--- config.mk ---
export PLATFORM = sky130hd
export DESIGN_NAME = bt_cmd_seq_flat
export DESIGN_NICKNAME = d
export VERILOG_FILES = /design/src/rtl/bt_cmd_seq_if.sv /design/src/rtl/bt_cmd_seq.sv /design/src/flat_wrapper.sv
export SDC_FILE = /design/constraint.sdc
export NUM_CORES = 1
export LEC_CHECK = 0
export ABC_AREA = 1
export BUFFER_PORTS_ARGS = -buffer_cell sky130_fd_sc_hd__buf_2
export CAP_MARGIN = 20
export CORE_ASPECT_RATIO = 0.7
export CORE_UTILIZATION = 43
export CTS_BUF_LIST = sky130_fd_sc_hd__clkbuf_8
export CTS_CLUSTER_DIAMETER = 50
export DETAILED_ROUTE_END_ITERATION = 6
export HOLD_SLACK_MARGIN = 0.02
export MAX_ROUTING_LAYER = met4
export PLACE_DENSITY = 0.61
export SYNTH_ARGS = -nofsm -noshare
export SYNTH_HDL_FRONTEND = slang
export SYNTH_SLANG_ARGS = --single-unit
--- constraint.sdc ---
create_clock -name clk -period 3.17 [get_ports clk]
set_clock_uncertainty 0.1 [all_clocks]
set_input_delay 0 -clock clk [delete_from_list [all_inputs] [get_ports clk]]
set_output_delay 0 -clock clk [all_outputs]
set_load 0.02 [all_outputs]
--- src/rtl/bt_cmd_seq_if.sv ---
// Command handshake between the sequencer and the UART command sender.
interface bt_cmd_seq_if;
    logic       send;
    logic [4:0] cmd_start;
    logic [3:0] cmd_len;
    logic       resp_rcvd;

    modport master (output send, cmd_start, cmd_len, input resp_rcvd);
    modport slave  (input send, cmd_start, cmd_len, output resp_rcvd);
endinterface

--- src/rtl/bt_cmd_seq.sv ---
// Bluetooth audio module bring-up and track-skip command sequencer.
// Resets and boots the module, sends two init commands, then forwards button presses.
module bt_cmd_seq #(
    parameter int         RST_CYCLES   = 65536,
    parameter int         BOOT_CYCLES  = 1048576,
    parameter int         RESP_TIMEOUT = 2000000,
    parameter logic [4:0] INIT1_ST     = 5'd0,
    parameter logic [3:0] INIT1_LEN    = 4'd6,
    parameter logic [4:0] INIT2_ST     = 5'd6,
    parameter logic [3:0] INIT2_LEN    = 4'd10,
    parameter logic [4:0] NEXT_ST      = 5'd16,
    parameter logic [3:0] NEXT_LEN     = 4'd4,
    parameter logic [4:0] PREV_ST      = 5'd20,
    parameter logic [3:0] PREV_LEN     = 4'd4
) (
    input  logic          clk,
    input  logic          rst_n,
    input  logic          next_n,
    input  logic          prv_n,
    bt_cmd_seq_if.master  cmd,
    output logic          bt_rst_n,
    output logic          init_done,
    output logic          busy,
    output logic          cmd_err
);
    localparam int MAX_A = (RST_CYCLES > BOOT_CYCLES) ? RST_CYCLES : BOOT_CYCLES;
    localparam int MAX_C = (MAX_A > RESP_TIMEOUT) ? MAX_A : RESP_TIMEOUT;
    localparam int CNT_W = $clog2(MAX_C) + 1;
    localparam logic [CNT_W-1:0] RST_LAST  = CNT_W'(RST_CYCLES - 1);
    localparam logic [CNT_W-1:0] BOOT_LAST = CNT_W'(BOOT_CYCLES - 1);
    localparam logic [CNT_W-1:0] TO_LAST   = CNT_W'(RESP_TIMEOUT - 1);

    typedef enum logic [2:0] {S_BT_RST, S_BOOT, S_SEND, S_WAIT, S_IDLE} state_t;
    typedef enum logic [1:0] {C_INIT1, C_INIT2, C_NEXT, C_PREV} cmd_t;

    state_t           state;
    cmd_t             cur, go_cmd;
    logic [CNT_W-1:0] cnt, cnt_inc;
    logic             retry, go, timeout, next_fall, prv_fall;
    logic [2:0]       nsync, psync;

    function automatic logic [8:0] rom(cmd_t c);
        case (c)
            C_INIT1: rom = {INIT1_ST, INIT1_LEN};
            C_INIT2: rom = {INIT2_ST, INIT2_LEN};
            C_NEXT:  rom = {NEXT_ST,  NEXT_LEN};
            default: rom = {PREV_ST,  PREV_LEN};
        endcase
    endfunction

    // Two sync stages, third stage only for the falling-edge compare.
    assign next_fall = nsync[2] & ~nsync[1];
    assign prv_fall  = psync[2] & ~psync[1];
    assign cnt_inc   = (cnt == {CNT_W{1'b1}}) ? cnt : cnt + 1'b1;
    assign timeout   = (cnt >= TO_LAST);

    // Decides whether a new send is issued this cycle and which command it carries.
    always_comb begin
        go     = 1'b0;
        go_cmd = cur;
        case (state)
            S_BOOT: if (cnt >= BOOT_LAST) begin
                go     = 1'b1;
                go_cmd = C_INIT1;
            end
            S_WAIT: if (cmd.resp_rcvd || timeout) begin
                if (!cmd.resp_rcvd && !retry) begin
                    go = 1'b1;
                end else if (cur == C_INIT1) begin
                    go     = 1'b1;
                    go_cmd = C_INIT2;
                end
            end
            S_IDLE: if (next_fall) begin
                go     = 1'b1;
                go_cmd = C_NEXT;
            end else if (prv_fall) begin
                go     = 1'b1;
                go_cmd = C_PREV;
            end
            default: ;
        endcase
    end

    always_ff @(posedge clk or negedge rst_n) begin
        if (!rst_n) begin
            state         <= S_BT_RST;
            cur           <= C_INIT1;
            cnt           <= '0;
            retry         <= 1'b0;
            nsync         <= 3'b111;
            psync         <= 3'b111;
            cmd.send      <= 1'b0;
            cmd.cmd_start <= '0;
            cmd.cmd_len   <= '0;
            bt_rst_n      <= 1'b0;
            init_done     <= 1'b0;
            busy          <= 1'b0;
            cmd_err       <= 1'b0;
        end else begin
            nsync    <= {nsync[1:0], next_n};
            psync    <= {psync[1:0], prv_n};
            cmd.send <= 1'b0;
            case (state)
                S_BT_RST: if (cnt >= RST_LAST) begin
                    bt_rst_n <= 1'b1;
                    cnt      <= '0;
                    state    <= S_BOOT;
                end else begin
                    cnt <= cnt_inc;
                end
                S_BOOT: cnt <= cnt_inc;
                S_SEND: begin
                    cnt   <= cnt_inc;
                    state <= S_WAIT;
                end
                S_WAIT: begin
                    cnt <= cnt_inc;
                    if (cmd.resp_rcvd || timeout) begin
                        if (cmd.resp_rcvd || retry) begin
                            retry <= 1'b0;
                            busy  <= 1'b0;
                            state <= S_IDLE;
                            if (!cmd.resp_rcvd)  cmd_err   <= 1'b1;
                            if (cur == C_INIT2)  init_done <= 1'b1;
                        end else begin
                            retry <= 1'b1;
                        end
                    end
                end
                default: ;
            endcase
            // A send overrides whatever the state branch chose above.
            if (go) begin
                state                          <= S_SEND;
                cur                            <= go_cmd;
                cnt                            <= '0;
                busy                           <= 1'b1;
                cmd.send                       <= 1'b1;
                {cmd.cmd_start, cmd.cmd_len}   <= rom(go_cmd);
            end
        end
    end
endmodule

--- src/flat_wrapper.sv ---
// flat-port wrapper written by rule: the top's interface ports become plain ports
module bt_cmd_seq_flat 
#(
    parameter int         RST_CYCLES   = 65536,
    parameter int         BOOT_CYCLES  = 1048576,
    parameter int         RESP_TIMEOUT = 2000000,
    parameter logic [4:0] INIT1_ST     = 5'd0,
    parameter logic [3:0] INIT1_LEN    = 4'd6,
    parameter logic [4:0] INIT2_ST     = 5'd6,
    parameter logic [3:0] INIT2_LEN    = 4'd10,
    parameter logic [4:0] NEXT_ST      = 5'd16,
    parameter logic [3:0] NEXT_LEN     = 4'd4,
    parameter logic [4:0] PREV_ST      = 5'd20,
    parameter logic [3:0] PREV_LEN     = 4'd4
)
  (clk, rst_n, next_n, prv_n, bt_rst_n, init_done, busy, cmd_err, cmd_send, cmd_cmd_start, cmd_cmd_len, cmd_resp_rcvd);
  bt_cmd_seq_if cmd_i ();
  input  logic clk;
  input  logic rst_n;
  input  logic next_n;
  input  logic prv_n;
  output logic bt_rst_n;
  output logic init_done;
  output logic busy;
  output logic cmd_err;
  output wire logic [$bits(cmd_i.send)-1:0] cmd_send;
  output wire logic [$bits(cmd_i.cmd_start)-1:0] cmd_cmd_start;
  output wire logic [$bits(cmd_i.cmd_len)-1:0] cmd_cmd_len;
  input wire logic [$bits(cmd_i.resp_rcvd)-1:0] cmd_resp_rcvd;
  assign cmd_send = cmd_i.send;
  assign cmd_cmd_start = cmd_i.cmd_start;
  assign cmd_cmd_len = cmd_i.cmd_len;
  assign cmd_i.resp_rcvd = cmd_resp_rcvd;
  bt_cmd_seq #(.RST_CYCLES(RST_CYCLES), .BOOT_CYCLES(BOOT_CYCLES), .RESP_TIMEOUT(RESP_TIMEOUT), .INIT1_ST(INIT1_ST), .INIT1_LEN(INIT1_LEN), .INIT2_ST(INIT2_ST), .INIT2_LEN(INIT2_LEN), .NEXT_ST(NEXT_ST), .NEXT_LEN(NEXT_LEN), .PREV_ST(PREV_ST), .PREV_LEN(PREV_LEN)) u_core (.clk(clk), .rst_n(rst_n), .next_n(next_n), .prv_n(prv_n), .cmd(cmd_i), .bt_rst_n(bt_rst_n), .init_done(init_done), .busy(busy), .cmd_err(cmd_err));
endmodule
==> impl_metrics.py, run 1 <==
metrics = {
    "run_status": {
        "status": "complete, no violations",
    },
    "floorplan": {
        "die_area_mm2": 0.00699,
        "coreArea_mm2": 0.00634,
        "start_util": 0.452,
        "die_y_um": 70.3,
        "die_w_um": 99.5,
        "row_count": 24,
        "pin_count": 19,
    },
    "timing": {
        "tightest_slew_ps": 556,
        "tns_ps": 0,
        "rsz0062_at_grt": "false",
        "drv_slew": 0,
        "timing.fmax_ghz": 0.422,
        "finalSetupViolCount": 0,
        "min_period_ps": 2370,
        "slew_headroom": 0.629,
        "finalCritPeriodShare": 0.747,
        "hold_viol": 0,
    },
    "routing": {
        "met1Wirelength_mm": 3.77,
        "dr.max_layer_used": "met4",
        "wirelength_mm": 6.95,
        "dr.pass1.iters": 4,
        "post-route-drc-count": 0,
        "num_vias": 2479,
        "wl_met3_um": 572,
        "drt-initial-drc-count": 213,
        "dr_wl_met2_mm": 2.55,
        "wire_per_inst_um": 14.8,
        "vias_per_cell": 5.26,
        "ant_nets": 0,
    },
    "clock_network": {
        "clk_pin_slew_ps": 90,
        "post_cts_resized": 0,
        "clockBufferDepth": 2,
        "clk_latency_ps": 310,
        "tritoncts": "yes",
        "root_buffer": "clkbuf_8",
        "numClockSinks": 44,
        "ctsHtreeMaxLevel": 2,
        "cts_buffers": 5,
    },
    "yosys": {
        "syn_avg_cell_area_um2": 7.95,
        "seq_area_frac_synth": 0.387,
        "ys_seq_elements": 44,
        "synth_area_mm2": 0.00286,
        "yosys.area.top_type_share": 0.332,
        "synth_cell_types": 45,
        "ys_top_cells_by_area": "dfrtp_1, nand2_1, inv_1, dfstp_2, nor2_1",
        "syn_inst": 360,
        "synth_top_cell_by_area": "dfrtp_1",
        "yosys_warnings": 0,
        "async_flop_share": 1.00,
        "ys.flop_type": "dfrtp_1",
        "synth_enable_flop_cells": 0,
    },
    "setup_path": {
        "cp.required_ps": 3250,
        "r2r_cells": 12,
        "r2r_slack_ps": 800,
        "crit_end": "u_core.cnt[4]",
        "reg2reg_to": "u_core.cnt[4]",
        "arrival_ps": 2450,
        "startpoint": "u_core.cnt[0]",
        "rr_startpoint": "u_core.cnt[0]",
        "end_kind": "register",
        "path_class": "register to register",
        "crit_fanout": 19,
        "cp-start-kind": "register",
    },
    "grt": {
        "antenna_found_initial": 0,
        "grt_pass1_vias": 2258,
        "grt_max_degree": 45,
        "grt_pass1_wl_mm": 11.7,
        "grt_util_all_layers": 0.224,
        "grt-ovfl-total": 0,
    },
    "power_and_ir_drop": {
        "p_int_mw": 1.20,
        "p_switching_uw": 955,
        "swShare": 0.443,
        "pwr-share-seq": 0.383,
        "total_power_mw": 2.16,
        "power.leakage_nw": 1.57,
        "clockPowerShare": 0.210,
        "peakVddDrop_mv": 0.402,
        "power_density_mw_per_mm2": 682,
        "combPwrFrac": 0.407,
    },
    "placed_design": {
        "portBuffers": 15,
        "hpwl_mm": 5.11,
        "place.gp.congestion": 0.973,
    },
    "layout": {
        "syn_to_final_growth_pct": 10.5,
        "fin_nets": 385,
        "drive_gt1_frac": 0.189,
        "antennaDiodeCount": 0,
    },
    "hold_path": {
        "hp-class": "input pin to async pin",
    },
    "flow_run": {
        "drv_cap": 0,
    },
}
==> sequential cells by signal (all words and copies together) (netlist names) <==
signal	count
u_core.cmd.send	1
u_core.cnt	22
u_core.bt_rst_n	1
u_core.init_done	1
u_core.cmd.cmd_start	3
u_core.nsync	3
u_core.state	3
u_core.retry	1
u_core.psync	3
u_core.cmd_err	1
u_core.busy	1
u_core.cur	2
u_core.cmd.cmd_len	2
==> placed cells by master (no fill, tap or decap), types with 4 or more instances in the layout <==
master         count
nand3_1           24
a21oi_1            8
dfstp_2            6
nand2_2            7
dlygate4sd3_1      4
buf_2             15
clkbuf_8           5
o21ai_0           15
inv_1             47
dfrtp_1           38
o21ai_1            8
o31ai_1            4
a22oi_1            7
nor3_1             9
inv_2              9
nor2_1            34
nand2_1           71
nand4_1           10
xor2_1            13
nand3_4            4
==> worst max-delay path, stage by stage, from the launching register on <==
cell     delay, ps
dfrtp_1        430
ha_1           330
nand3_4        170
nor2_8         150
nand3_2         70
nand2_1         80
nand2_1         70
nand2_2        120
nand3_4        120
nand4_4        250
inv_1          180
nand2_1        100
o31ai_1         70
==> cell usage after synthesis, drive strengths merged (2+ instances only) <==
| cell | instances |
|---|---|
| nand3 | 30 |
| dfstp | 6 |
| a21oi | 10 |
| a22oi | 8 |
| o22ai | 2 |
| nor2 | 38 |
| xor2 | 13 |
| o31ai | 4 |
| nor3 | 10 |
| buf | 10 |
| inv | 57 |
| nand2 | 81 |
| o21ai | 25 |
| o21bai | 4 |
| dfrtp | 38 |
| nand4 | 12 |
==> worst min path at each step <==
stage          startpoint                 endpoint  slack, ps  cells past startpoint
2_1_floorplan       rst_n          u_core.bt_rst_n       -400                      0
3_3_place_gp       next_n          u_core.nsync[0]          6                      1
3_5_place_dp        prv_n          u_core.psync[0]          6                      1
4_1_cts            next_n          u_core.nsync[0]        220                      2
5_1_grt             rst_n  u_core.cmd.cmd_start[4]        180                      2
6_report            rst_n           u_core.cnt[11]        110                      2
==> metrics by stage <==
step	utilization	setup WS, ps	instance area, um^2	cells	hold slack, ps
after detailed placement	0.470	830	2980	458	6.15
after CTS	0.495	804	3130	470	220
final	0.499	802	3160	471	114
after global placement	0.470	870	2980	458	6.42
after floorplan	-	1250	2870	362	-396
after global routing	0.499	644	3160	471	175
==> power groups by stage <==
stage | registers (mW) | clock network [mW] | logic, mW
finish | 0.827 | 0.452 | 0.878
global route | 0.849 | 0.486 | 0.978
CTS | 0.826 | 0.460 | 0.867
detailed placement | 0.835 | 0 | 0.855
global placement | 0.833 | 0 | 0.849
floorplan | 0.858 | 0 | 0.611
==> timing repair <==
| action | in CTS | in global routing |
|---|---|---|
| hold buffers | 4 | 0 |
| setup buffers | 0 | 0 |
| hold endpoints to repair | 41 | 0 |
==> cells by family (layout without fill, tap and decap cells) <==
| family | count (synthesis) | count (layout) | share of synthesized area |
|---|---|---|---|
| xor+xnor | 14 | 14 | 0.0429 |
| fa+ha+maj | 1 | 1 | 0.00437 |
| compound gates | 58 | 58 | 0.139 |
| flops | 44 | 44 | 0.387 |
| other cells | 1 | 3 | 0.00131 |
| buf+inv | 69 | 87 | 0.107 |
| simple gates | 173 | 173 | 0.318 |
==> routing by layer <==
| layer | GRT usage | vias up |
|---|---|---|
| met5 | - | - |
| met4 | 0.0441 | 0 |
| met3 | 0.0360 | 7 |
| met2 | 0.272 | 103 |
| met1 | 0.375 | 1162 |
| li1 | - | 1207 |
==> layout make-up <==
| class | instances | area [um^2] |
|---|---|---|
| clock buffers | 5 | 68.8 |
| clock inverters | 3 | 46.3 |
| fillers | 610 | 3170 |
| inverters | 58 | 220 |
| multi-input cells | 249 | 1450 |
| flip-flops and latches | 44 | 1110 |
| well taps | 91 | 114 |
| repair buffers | 21 | 150 |
Power figures use the tool's default switching activity.
==> run 2: changes to the inputs <==
--- a/config.mk
+++ b/config.mk
@@ -15,7 +15,7 @@
 export DETAILED_ROUTE_END_ITERATION = 6
 export HOLD_SLACK_MARGIN = 0.02
 export MAX_ROUTING_LAYER = met4
-export PLACE_DENSITY = 0.61
+export PLACE_DENSITY = 0.63
 export SYNTH_ARGS = -nofsm -noshare
 export SYNTH_HDL_FRONTEND = slang
 export SYNTH_SLANG_ARGS = --single-unit
==> constraint.sdc (replaced) <==
create_clock -name clk -period 2.17 [get_ports clk]
set_clock_uncertainty 0.1 [all_clocks]
set_input_delay 0 -clock clk [delete_from_list [all_inputs] [get_ports clk]]
set_output_delay 0 -clock clk [all_outputs]
set_load 0.02 [all_outputs]
==> impl_metrics.py, run 2 (synthesized netlist as in run 1, its figures left out) <==
metrics = {
    "grt": {
        "grt-ovfl-total": 0,
        "grt_pass1_wl_mm": 12.2,
        "grt_max_degree": 41,
        "antenna_found_initial": 0,
        "grt_util_all_layers": 0.235,
        "grt_pass1_vias": 2300,
    },
    "routing": {
        "post-route-drc-count": 0,
        "ant_nets": 0,
        "wire_per_inst_um": 15.2,
        "wirelength_mm": 7.47,
        "vias_per_cell": 5.20,
        "drt-initial-drc-count": 166,
        "dr.pass1.iters": 5,
        "num_vias": 2546,
    },
    "placed_design": {
        "hpwl_mm": 5.74,
        "place.gp.congestion": 0.946,
        "portBuffers": 15,
    },
    "floorplan": {
        "die_w_um": 99.5,
        "pin_count": 19,
        "start_util": 0.452,
        "die_y_um": 70.3,
        "die_area_mm2": 0.00699,
        "coreArea_mm2": 0.00634,
        "row_count": 24,
    },
    "layout": {
        "syn_to_final_growth_pct": 15.5,
        "mostFrequentLayoutCells": "nand2_1, inv_1, dfrtp_1",
        "largest-register": "u_core.cnt",
        "antennaDiodeCount": 0,
        "multi_input_area_mm2": 0.00147,
        "fin_util": 0.522,
        "fillers": 599,
        "ff_latch_area_mm2": 0.00111,
        "layout.cells.most_common": "nand2_1",
        "drive_gt1_frac": 0.243,
        "fin_nets": 404,
        "largest_reg_flops": 22,
    },
    "timing": {
        "timing.fmax_ghz": 0.483,
        "finalSetupViolCount": 0,
        "min_period_ps": 2070,
        "drv_slew": 0,
        "finalCritPeriodShare": 0.955,
        "tightest_slew_ps": 936,
        "slew_headroom": 0.376,
        "hold_slack_ps": 241,
        "hold_viol": 0,
    },
    "flow_run": {
        "drv_cap": 0,
    },
    "clock_network": {
        "clockBufferDepth": 2,
        "clk_latency_ps": 290,
        "numClockSinks": 44,
        "ctsHtreeMaxLevel": 2,
        "root_buffer": "clkbuf_8",
        "cts_buffers": 5,
        "tritoncts": "yes",
        "clk_pin_slew_ps": 80,
    },
    "power_and_ir_drop": {
        "power_density_mw_per_mm2": 992,
        "peakVddDrop_mv": 0.611,
        "power.leakage_nw": 1.65,
        "total_power_mw": 3.28,
    },
    "setup_path": {
        "cp.required_ps": 2310,
        "crit_fanout": 6,
        "arrival_ps": 2210,
        "cp-start-kind": "register",
        "end_kind": "register",
        "path_class": "register to register",
    },
    "hold_path": {
        "hp-class": "input pin to register",
    },
    "run_status": {
        "status": "complete, no violations",
    },
}
[run 2: final timing paths]
check	from	to	slack, ps	cells past startpoint
max	u_core.cnt[21]	u_core.state[1]	100	10
min	next_n	u_core.nsync[0]	240	2
max reg2reg	u_core.cnt[21]	u_core.state[1]	100	10
min reg2reg	u_core.nsync[0]	u_core.nsync[1]	260	0
max in group asynchronous	rst_n	u_core.psync[1]	960	3
min in group asynchronous	rst_n	u_core.cnt[12]	280	2
[run 2: cell type report]
class	instances	share of cell area
Inverter	58	0.0678
Multi-Input combinational cell	249	0.446
Tap cell	91	0.0345
Timing Repair Buffer	40	0.0837
Sequential cell	44	0.336
Clock buffer	5	0.0208
Clock inverter	3	0.0117
[run 2: metal layers]
metal | vias to the layer above | share of wire | GRT usage
met5 | - | 0 | -
met4 | 0 | 0.0024 | 0.0392
met3 | 2 | 0.067 | 0.0440
met2 | 84 | 0.38 | 0.286
met1 | 1209 | 0.55 | 0.391
li1 | 1251 | - | -
[run 2: through the flow]
stage | cell area (um^2) | worst slack [ps] | std cells | setup TNS [ps]
floorplan | 2870 | 251 | 362 | 0
global placement | 3090 | 146 | 473 | 0
detailed placement | 3090 | 120 | 473 | 0
CTS | 3240 | 103 | 485 | 0
global route | 3300 | -8.88 | 490 | -8.88
finish | 3300 | 97.7 | 490 | 0
[run 2: where the power goes]
group          internal [mW]  total, mW  switching [mW]
clock                  0.337      0.618           0.281
combinational          0.508       1.47           0.961
sequential              1.02       1.19           0.174
total                   1.86       3.28            1.42
[run 2: critical path: stages (launching register included)]
cell and delay (ps):
dfrtp_1 450, inv_1 190, nand2_1 140, nor2_1 130
nand3_1 130, o21bai_4 220, nand2_1 140, nand4_1 190
o21bai_1 200, nand2_1 70, nand2_1 60
[run 2: repair_timing]
item	in CTS	in global routing
endpoints found under the hold margin	41	0
setup endpoints to repair	0	19
resized for setup	0	8
buffers inserted	0	5
hold buffers	4	0
==> run 3: changes to the inputs <==
--- a/config.mk
+++ b/config.mk
@@ -8,7 +8,6 @@
 export ABC_AREA = 1
 export BUFFER_PORTS_ARGS = -buffer_cell sky130_fd_sc_hd__buf_2
 export CAP_MARGIN = 20
-export CORE_ASPECT_RATIO = 0.7
 export CORE_UTILIZATION = 43
 export CTS_BUF_LIST = sky130_fd_sc_hd__clkbuf_8
 export CTS_CLUSTER_DIAMETER = 50
==> impl_metrics.py, run 3 (synthesized netlist as in run 1, its figures left out) <==
metrics = {
    "setup_path": {
        "r2r_cells": 12,
        "r2r_slack_ps": 100,
        "end_kind": "register",
        "path_class": "register to register",
        "rr_startpoint": "u_core.cnt[1]",
        "reg2reg_to": "u_core.cnt[4]",
        "crit_fanout": 7,
        "arrival_ps": 2150,
        "cp-start-kind": "register",
        "cp.required_ps": 2250,
    },
    "power_and_ir_drop": {
        "swShare": 0.444,
        "clockPowerShare": 0.171,
        "peakVddDrop_mv": 0.672,
        "pwr-share-seq": 0.373,
        "power.leakage_nw": 1.65,
        "combPwrFrac": 0.456,
        "total_power_mw": 3.19,
        "p_switching_mw": 1.41,
        "power_density_mw_per_mm2": 973,
        "p_int_mw": 1.77,
    },
    "clock_network": {
        "ctsHtreeMaxLevel": 2,
        "clk_latency_ps": 300,
        "root_buffer": "clkbuf_8",
        "cts_buffers": 5,
        "clockBufferDepth": 2,
        "numClockSinks": 44,
        "clk_pin_slew_ps": 90,
        "tritoncts": "yes",
    },
    "timing": {
        "hold_slack_ps": 234,
        "drv_slew": 0,
        "slew_headroom": 0.406,
        "finalSetupViolCount": 0,
        "tightest_slew_ps": 891,
        "min_period_ps": 2070,
        "finalCritPeriodShare": 0.953,
        "timing.fmax_ghz": 0.483,
        "hold_viol": 0,
    },
    "placed_design": {
        "place_area_mm2": 0.00304,
        "hpwl_mm": 5.06,
        "place.gp.congestion": 0.945,
        "portBuffers": 15,
    },
    "routing": {
        "dr_wl_met2_mm": 3.24,
        "num_vias": 2456,
        "wire_per_inst_um": 14.4,
        "ant_nets": 0,
        "met1Wirelength_mm": 3.33,
        "dr.max_layer_used": "met4",
        "vias_per_cell": 5.15,
        "wl_met3_um": 246,
        "dr.pass1.iters": 4,
        "wirelength_mm": 6.89,
        "drt-initial-drc-count": 120,
        "post-route-drc-count": 0,
    },
    "layout": {
        "fin_nets": 405,
        "syn_to_final_growth_pct": 14.5,
        "drive_gt1_frac": 0.238,
        "fin_area_mm2": 0.00328,
        "antennaDiodeCount": 0,
        "fin_util": 0.513,
        "largest_reg_flops": 22,
        "fillers": 615,
        "mostFrequentLayoutCells": "nand2_1, inv_1, dfrtp_1",
        "layout.cells.most_common": "nand2_1",
        "largest-register": "u_core.cnt",
    },
    "floorplan": {
        "die_area_mm2": 0.00698,
        "row_count": 29,
        "pin_count": 19,
        "start_util": 0.448,
        "die_y_um": 83.6,
        "die_w_um": 83.6,
        "coreArea_mm2": 0.00639,
    },
    "hold_path": {
        "hp-start": "prv_n",
        "hp-class": "input pin to register",
        "whs_endpoint": "u_core.psync[0]",
        "hold-path-cell-count": 2,
    },
    "flow_run": {
        "drv_cap": 0,
    },
    "grt": {
        "grt_util_all_layers": 0.213,
        "grt_max_degree": 40,
        "grt-ovfl-total": 0,
        "grt_pass1_wl_mm": 11.6,
        "antenna_found_initial": 0,
        "grt_pass1_vias": 2348,
    },
    "run_status": {
        "status": "complete, no violations",
    },
}
run 3: layer usage:
layer | vias to the layer above | global-route usage
li1 | 1244 | -
met1 | 1148 | 0.285
met2 | 56 | 0.347
met3 | 8 | 0.0326
met4 | 0 | 0.0401
met5 | - | -
run 3: worst max path at each step:
stage	startpoint	to	cells after the start
floorplan	u_core.cnt[0]	u_core.cnt[6]	11
global placement	u_core.state[1]	u_core.cnt[15]	10
detailed placement	u_core.cnt[1]	u_core.cnt[17]	10
CTS	u_core.cnt[1]	u_core.cnt[15]	10
global route	u_core.cnt[1]	u_core.cmd.cmd_len[2]	14
finish	u_core.cnt[1]	u_core.cnt[4]	12
run 3: power groups by stage:
stage          clock network, mW  logic, mW  registers [mW]
6_report                   0.546       1.45            1.19
5_1_grt                    0.596       1.62            1.21
4_1_cts                    0.572       1.37            1.19
3_5_place_dp                   0       1.35            1.20
3_3_place_gp                   0       1.33            1.20
2_1_floorplan                  0      0.892            1.25
run 3: per-stage QoR:
stage,instances,worst slack [ps],setup TNS (ps)
after floorplan,362,251,0
after global routing,477,-22.4,-129
after CTS,466,47.0,0
after detailed placement,454,68.3,0
final,477,101,0
after global placement,454,122,0
run 3: cell type report:
cell class                      instances  area (um^2)  area share
Clock buffer                            5         68.8      0.0210
Clock inverter                          3         25.0     0.00764
Inverter                               58          224      0.0684
Multi-Input combinational cell        249         1460       0.446
Sequential cell                        44         1110       0.338
Tap cell                               77         96.3      0.0294
Timing Repair Buffer                   41          293      0.0894
run 3: worst max-delay path: stages, from the launching register on:
cell and delay (ps):
dfrtp_1 390, ha_2 220, nand3_4 120, nor2_8 160, nand3_2 80, nand2_1 90
nand2_1 70, nand2_2 110, nand3_4 110, nand4_4 120, clkinvlp_4 200, nand2_1 100
o31ai_1 70
run 3: what timing repair did:
| item | 4_1_cts | 5_1_grt |
|---|---|---|
| resized for setup | 0 | 3 |
| setup endpoints to repair | 0 | 25 |
| hold buffers | 4 | 0 |
| setup buffers | 0 | 11 |
| endpoints found under the hold margin | 41 | 0 |
